`config.mk`:
```
export PLATFORM = sky130hd
export DESIGN_NAME = bit_serial_add_ctrl
export DESIGN_NICKNAME = d
export VERILOG_FILES = /design/src/rtl/bit_serial_add_ctrl.sv
export SDC_FILE = /design/constraint.sdc
export NUM_CORES = 1
export LEC_CHECK = 0
export CAP_MARGIN = 10
export CORE_UTILIZATION = 46
export DETAILED_ROUTE_END_ITERATION = 10
export PLACE_DENSITY = 0.82
export SETUP_SLACK_MARGIN = 0.02
export SLEW_MARGIN = 20
export SYNTH_ARGS = -nofsm -noshare
export SYNTH_HDL_FRONTEND = slang
export SYNTH_SLANG_ARGS = --single-unit
```
`constraint.sdc`:
```
create_clock -name iClk -period 3.4 [get_ports iClk]
set_input_delay 0.34 -clock iClk [delete_from_list [all_inputs] [get_ports iClk]]
set_output_delay 0.34 -clock iClk [all_outputs]
set_load 0.01 [all_outputs]
```
`src/rtl/bit_serial_add_ctrl.sv`:
```
// Bit-serial add/subtract sequencer driving one shared external full adder, LSB first.
// Define BIT_SERIAL_ABORT_EN to add the iAbort port for cancelling an in-flight operation.
module bit_serial_add_ctrl #(
    parameter int unsigned WIDTH = 8
) (
    input  logic             iClk,
    input  logic             iRst,
    input  logic             iValid,
    output logic             oReady,
    input  logic [WIDTH-1:0] iOpA,
    input  logic [WIDTH-1:0] iOpB,
    input  logic             iSub,
    output logic             oFaA,
    output logic             oFaB,
    output logic             oFaCin,
`ifdef BIT_SERIAL_ABORT_EN
    input  logic             iAbort,
`endif
    input  logic             iFaSum,
    input  logic             iFaCout,
    output logic             oValid,
    input  logic             iReady,
    output logic [WIDTH-1:0] oResult,
    output logic             oCarry,
    output logic             oOverflow
);

    localparam int unsigned CW = (WIDTH > 1) ? $clog2(WIDTH) : 1;

    typedef enum logic [1:0] {
        IDLE,
        RUN,
        DONE
    } state_t;

    state_t           state;
    logic [WIDTH-1:0] op_a;
    logic [WIDTH-1:0] op_b;
    logic [WIDTH-1:0] result;
    logic             carry;
    logic [CW-1:0]    count;
    logic             last_bit;
    logic             abort;

`ifdef BIT_SERIAL_ABORT_EN
    assign abort = iAbort;
`else
    assign abort = 1'b0;
`endif

    // Explicit terminal compare keeps non-power-of-two widths correct.
    assign last_bit = (count == CW'(WIDTH - 1));

    assign oReady  = (state == IDLE);
    assign oFaA    = (state == RUN) & op_a[0];
    assign oFaB    = (state == RUN) & op_b[0];
    assign oFaCin  = (state == RUN) & carry;
    assign oResult = result;

    always_ff @(posedge iClk or posedge iRst) begin
        if (iRst) begin
            state     <= IDLE;
            op_a      <= '0;
            op_b      <= '0;
            result    <= '0;
            carry     <= 1'b0;
            count     <= '0;
            oValid    <= 1'b0;
            oCarry    <= 1'b0;
            oOverflow <= 1'b0;
        end else if (abort) begin
            // Abort also blocks acceptance while idle.
            if (state != IDLE) begin
                state     <= IDLE;
                op_a      <= '0;
                op_b      <= '0;
                result    <= '0;
                carry     <= 1'b0;
                count     <= '0;
                oValid    <= 1'b0;
                oCarry    <= 1'b0;
                oOverflow <= 1'b0;
            end
        end else begin
            case (state)
                IDLE: begin
                    if (iValid) begin
                        op_a  <= iOpA;
                        op_b  <= iOpB ^ {WIDTH{iSub}};
                        carry <= iSub;
                        count <= '0;
                        state <= RUN;
                    end
                end
                RUN: begin
                    result <= {iFaSum, result[WIDTH-1:1]};
                    op_a   <= op_a >> 1;
                    op_b   <= op_b >> 1;
                    carry  <= iFaCout;
                    count  <= count + 1'b1;
                    if (last_bit) begin
                        // carry still holds the carry into the MSB here
                        oCarry    <= iFaCout;
                        oOverflow <= carry ^ iFaCout;
                        oValid    <= 1'b1;
                        state     <= DONE;
                    end
                end
                DONE: begin
                    if (iReady) begin
                        oValid <= 1'b0;
                        state  <= IDLE;
                    end
                end
                default: state <= IDLE;
            endcase
        end
    end

endmodule

```
==> results.toml <==
[power_and_ir_drop]
p_per_area_nw_per_um2 = 804
comb_power_share_pct = 43.4
p_seq_share_pct = 43.7
power.leakage_nw = 0.881
max-vdd-ir-drop_mv = 0.374
switching_share_pct = 33.2
clkPwrFrac_pct = 12.9
power_switching_w = 0.000525
p_int_w = 0.00106

[cts]
clock-sinks = 33
clock-root-buffer = "clkbuf_4"
cts_buffers = 5
clock_path_buffers = 2
cts_hold_buffers = 0
path_clk_slew_ns = 0.10
clk_latency_ns = 0.33
ctsHtreeMaxLevel = 2
post_cts_buffers = 0
cts_resized = 0
tritoncts = "yes"

[sta]
maxSlewHeadroom_pct = 58.0
setup_violations = 0
fin_skew_ns = 0.00306
setup_tns_ns = 0
drv_slew = 0
period_needed_ns = 2.53
hold_slack_ns = 0.387
hold_viol = 0
rsz0062_at_grt = "false"
max_clock_freq_ghz = 0.395
worst-slew-pin-transition_ns = 0.630
finalCritPeriodShare_pct = 74.4

[cells_and_area]
syn2layout_area_growth_pct = 28.5
n_fill_cell = 273
diodes = 0
seq_area_um2 = 826
drive_gt1_share_pct = 10.8
final_nets = 190
multi_input_area_um2 = 638
finalNonFillerCells = 210

[floorplan]
io_pins = 38
core_area_um2 = 3100
start_util_pct = 49.4
rows = 20
dieWidth_um = 59.7
floorplan.die_area_um2 = 3570
die_h_um = 59.7

[routing]
drc_errors = 0
viasPerCell = 5.32
num_vias = 1117
wl_met2_um = 1480
dr.max_layer_used = "met4"
wl_met1_um = 1180
dr_wl_met3_um = 121
postRouteAntennaNets = 0
drt-initial-drc-count = 52
routedWlPerCell_um = 13.6
first_pass_iters = 4
wl_um = 2850

[worst_setup_path]
worstSetupEndpointType = "output port"
crit_type = "reg2out"
worstPathMaxFanout = 25
cpPeakStageDelay_ns = 0.76
arrival_ns = 2.19
critPathTopFamily = "flip-flops"
slowest_stage = "dfrtp_1"
crit_buf_inv = 2
crit_chain = "nor2b_1 > buf_4 > and2_1 > clkdlybuf4s50_1"
required_ns = 3.06
cp-start-kind = "register"

[hold_path]
holdCritPathClass = "in2async"

[global_route]
antenna_found_initial = 0
grt_pass1_wl_um = 4730
grt_pass1_vias = 1097
grt_start_max_net_pins = 34
track_usage_pct = 18.7
overflow = 0

[flow_run]
drv_cap = 0

[placement]
port_buffers = 37
hpwl_um = 1970
dp.cells = 202
gp_congestion = 0.716

[synth]
syn-cell-area_um2 = 1530
yosys_register_bits = 33
ys_seq_area_share_pct = 53.8
synth_area_per_cell_um2 = 12.0
synthCells = 128
synth_cell_types = 26
synth_warnings = 0
synth_fp_nets = 153
synth_area_leader_cell = "dfrtp_1"
synthTopCellsByArea = "dfrtp_1, a221o_1, xor2_1"
synth_top_area_share_pct = 53.8

[outcome]
status = "completed"
[per-layer routing]
layer	vias up	global-route usage [%]
met5	-	0
met4	0	11.0
met3	9	5.19
met2	36	31.0
met1	541	21.5
li1	531	-
[path summary, 6_finish.rpt]
kind / from / to / slack [ns] / cells past startpoint
worst max register to register: state[0]$_DFFE_PP0P_ / oResult[1]$_DFFE_PP0P_ / 1.75 / 3
worst min register to register: op_a[2]$_DFFE_PP0P_ / op_a[2]$_DFFE_PP0P_ / 0.49 / 2
worst min-delay path: iRst / oResult[3]$_DFFE_PP0P_ / 0.39 / 3
min in group iClk: op_a[2]$_DFFE_PP0P_ / op_a[2]$_DFFE_PP0P_ / 0.49 / 2
worst max-delay path: state[0]$_DFFE_PP0P_ / oFaB / 0.87 / 4
max in group asynchronous: iRst / op_a[2]$_DFFE_PP0P_ / 2.71 / 3
[tightest hold or removal path: stages]
cell	delay, ns
clkdlybuf4s50_1	0.40
inv_1	0.05
buf_4	0.36
[power groups by stage]
| stage | Sequential, W | Clock, W | Combinational, W |
|---|---|---|---|
| after global routing | 0.000723 | 0.000227 | 0.000754 |
| after global placement | 0.000689 | 0 | 0.000667 |
| after detailed placement | 0.000701 | 0 | 0.000694 |
| final | 0.000693 | 0.000204 | 0.000687 |
| after CTS | 0.000694 | 0.000212 | 0.000695 |
| after floorplan | 0.000677 | 0 | 0.000457 |
[registers in the layout, summed over array words and instances (netlist names)]
name	cells
state	2
oValid	1
carry	1
oCarry	1
count	3
op_a	8
op_b	8
oOverflow	1
oResult	8
[cells in the mapped netlist]
master and count:
o21ai_0 10, ha_1 2, o21ai_1 1, o21bai_1 1, mux2_2 3, xnor2_1 1, mux2_4 4, nand3b_1 1
nor2_1 2, inv_1 2, buf_6 2, a32o_1 1, nand2_1 11, a22o_1 3, buf_2 8, mux2_1 3
nand2b_1 2, a221o_1 7, nor2_2 1, and3b_1 7, and2_1 3, dfrtp_1 33, xor2_1 8, nor2b_1 2
a21oi_1 2, a22oi_1 8
[cell type report]
cell class | count | area share (%)
clock inverter | 2 | 0.508
sequential | 33 | 41.9
inverter | 2 | 0.381
tap | 44 | 2.79
multi-input combinational | 83 | 32.4
timing repair buffer | 40 | 19.9
clock buffer | 6 | 2.10
[kinds of logic after synthesis]
| kind of cell | synth area share, % |
|---|---|
| XOR/XNOR | 5.14 |
| multiplexers | 8.32 |
| buffers and inverters | 4.57 |
| adder cells (fa/ha/maj) | 1.63 |
| AO/OA/AOI/OAI | 15.6 |
| AND/OR/NAND/NOR | 10.9 |
| flip-flops | 53.8 |
[metrics by stage]
stage / utilization [%] / total power (W) / area [um^2] / worst slack, ns
CTS: 63.5 / 0.00160 / 1970 / 0.846
global route: 63.5 / 0.00170 / 1970 / 0.697
detailed placement: 61.9 / 0.00140 / 1920 / 1.22
finish: 63.5 / 0.00158 / 1970 / 0.871
global placement: 61.9 / 0.00136 / 1920 / 1.24
floorplan: - / 0.00113 / 1530 / 2.07
[layout by cell type, fill, tap and decap left out, drive strengths merged]
| cell | instances |
|---|---|
| nor2b | 2 |
| a21oi | 2 |
| ha | 2 |
| nand3b | 1 |
| nand2b | 2 |
| a22o | 3 |
| and3b | 7 |
| clkdlybuf4s50 | 37 |
| mux2 | 10 |
| buf | 3 |
| nand2 | 11 |
| and2 | 3 |
| a32o | 1 |
| clkinv | 2 |
| dfrtp | 33 |
| clkbuf | 6 |
| nor2 | 3 |
| o21bai | 1 |
| inv | 2 |
| a22oi | 8 |
| xnor2 | 1 |
| a221o | 7 |
| xor2 | 8 |
| o21ai | 11 |
(Power assumes the default switching activity.)
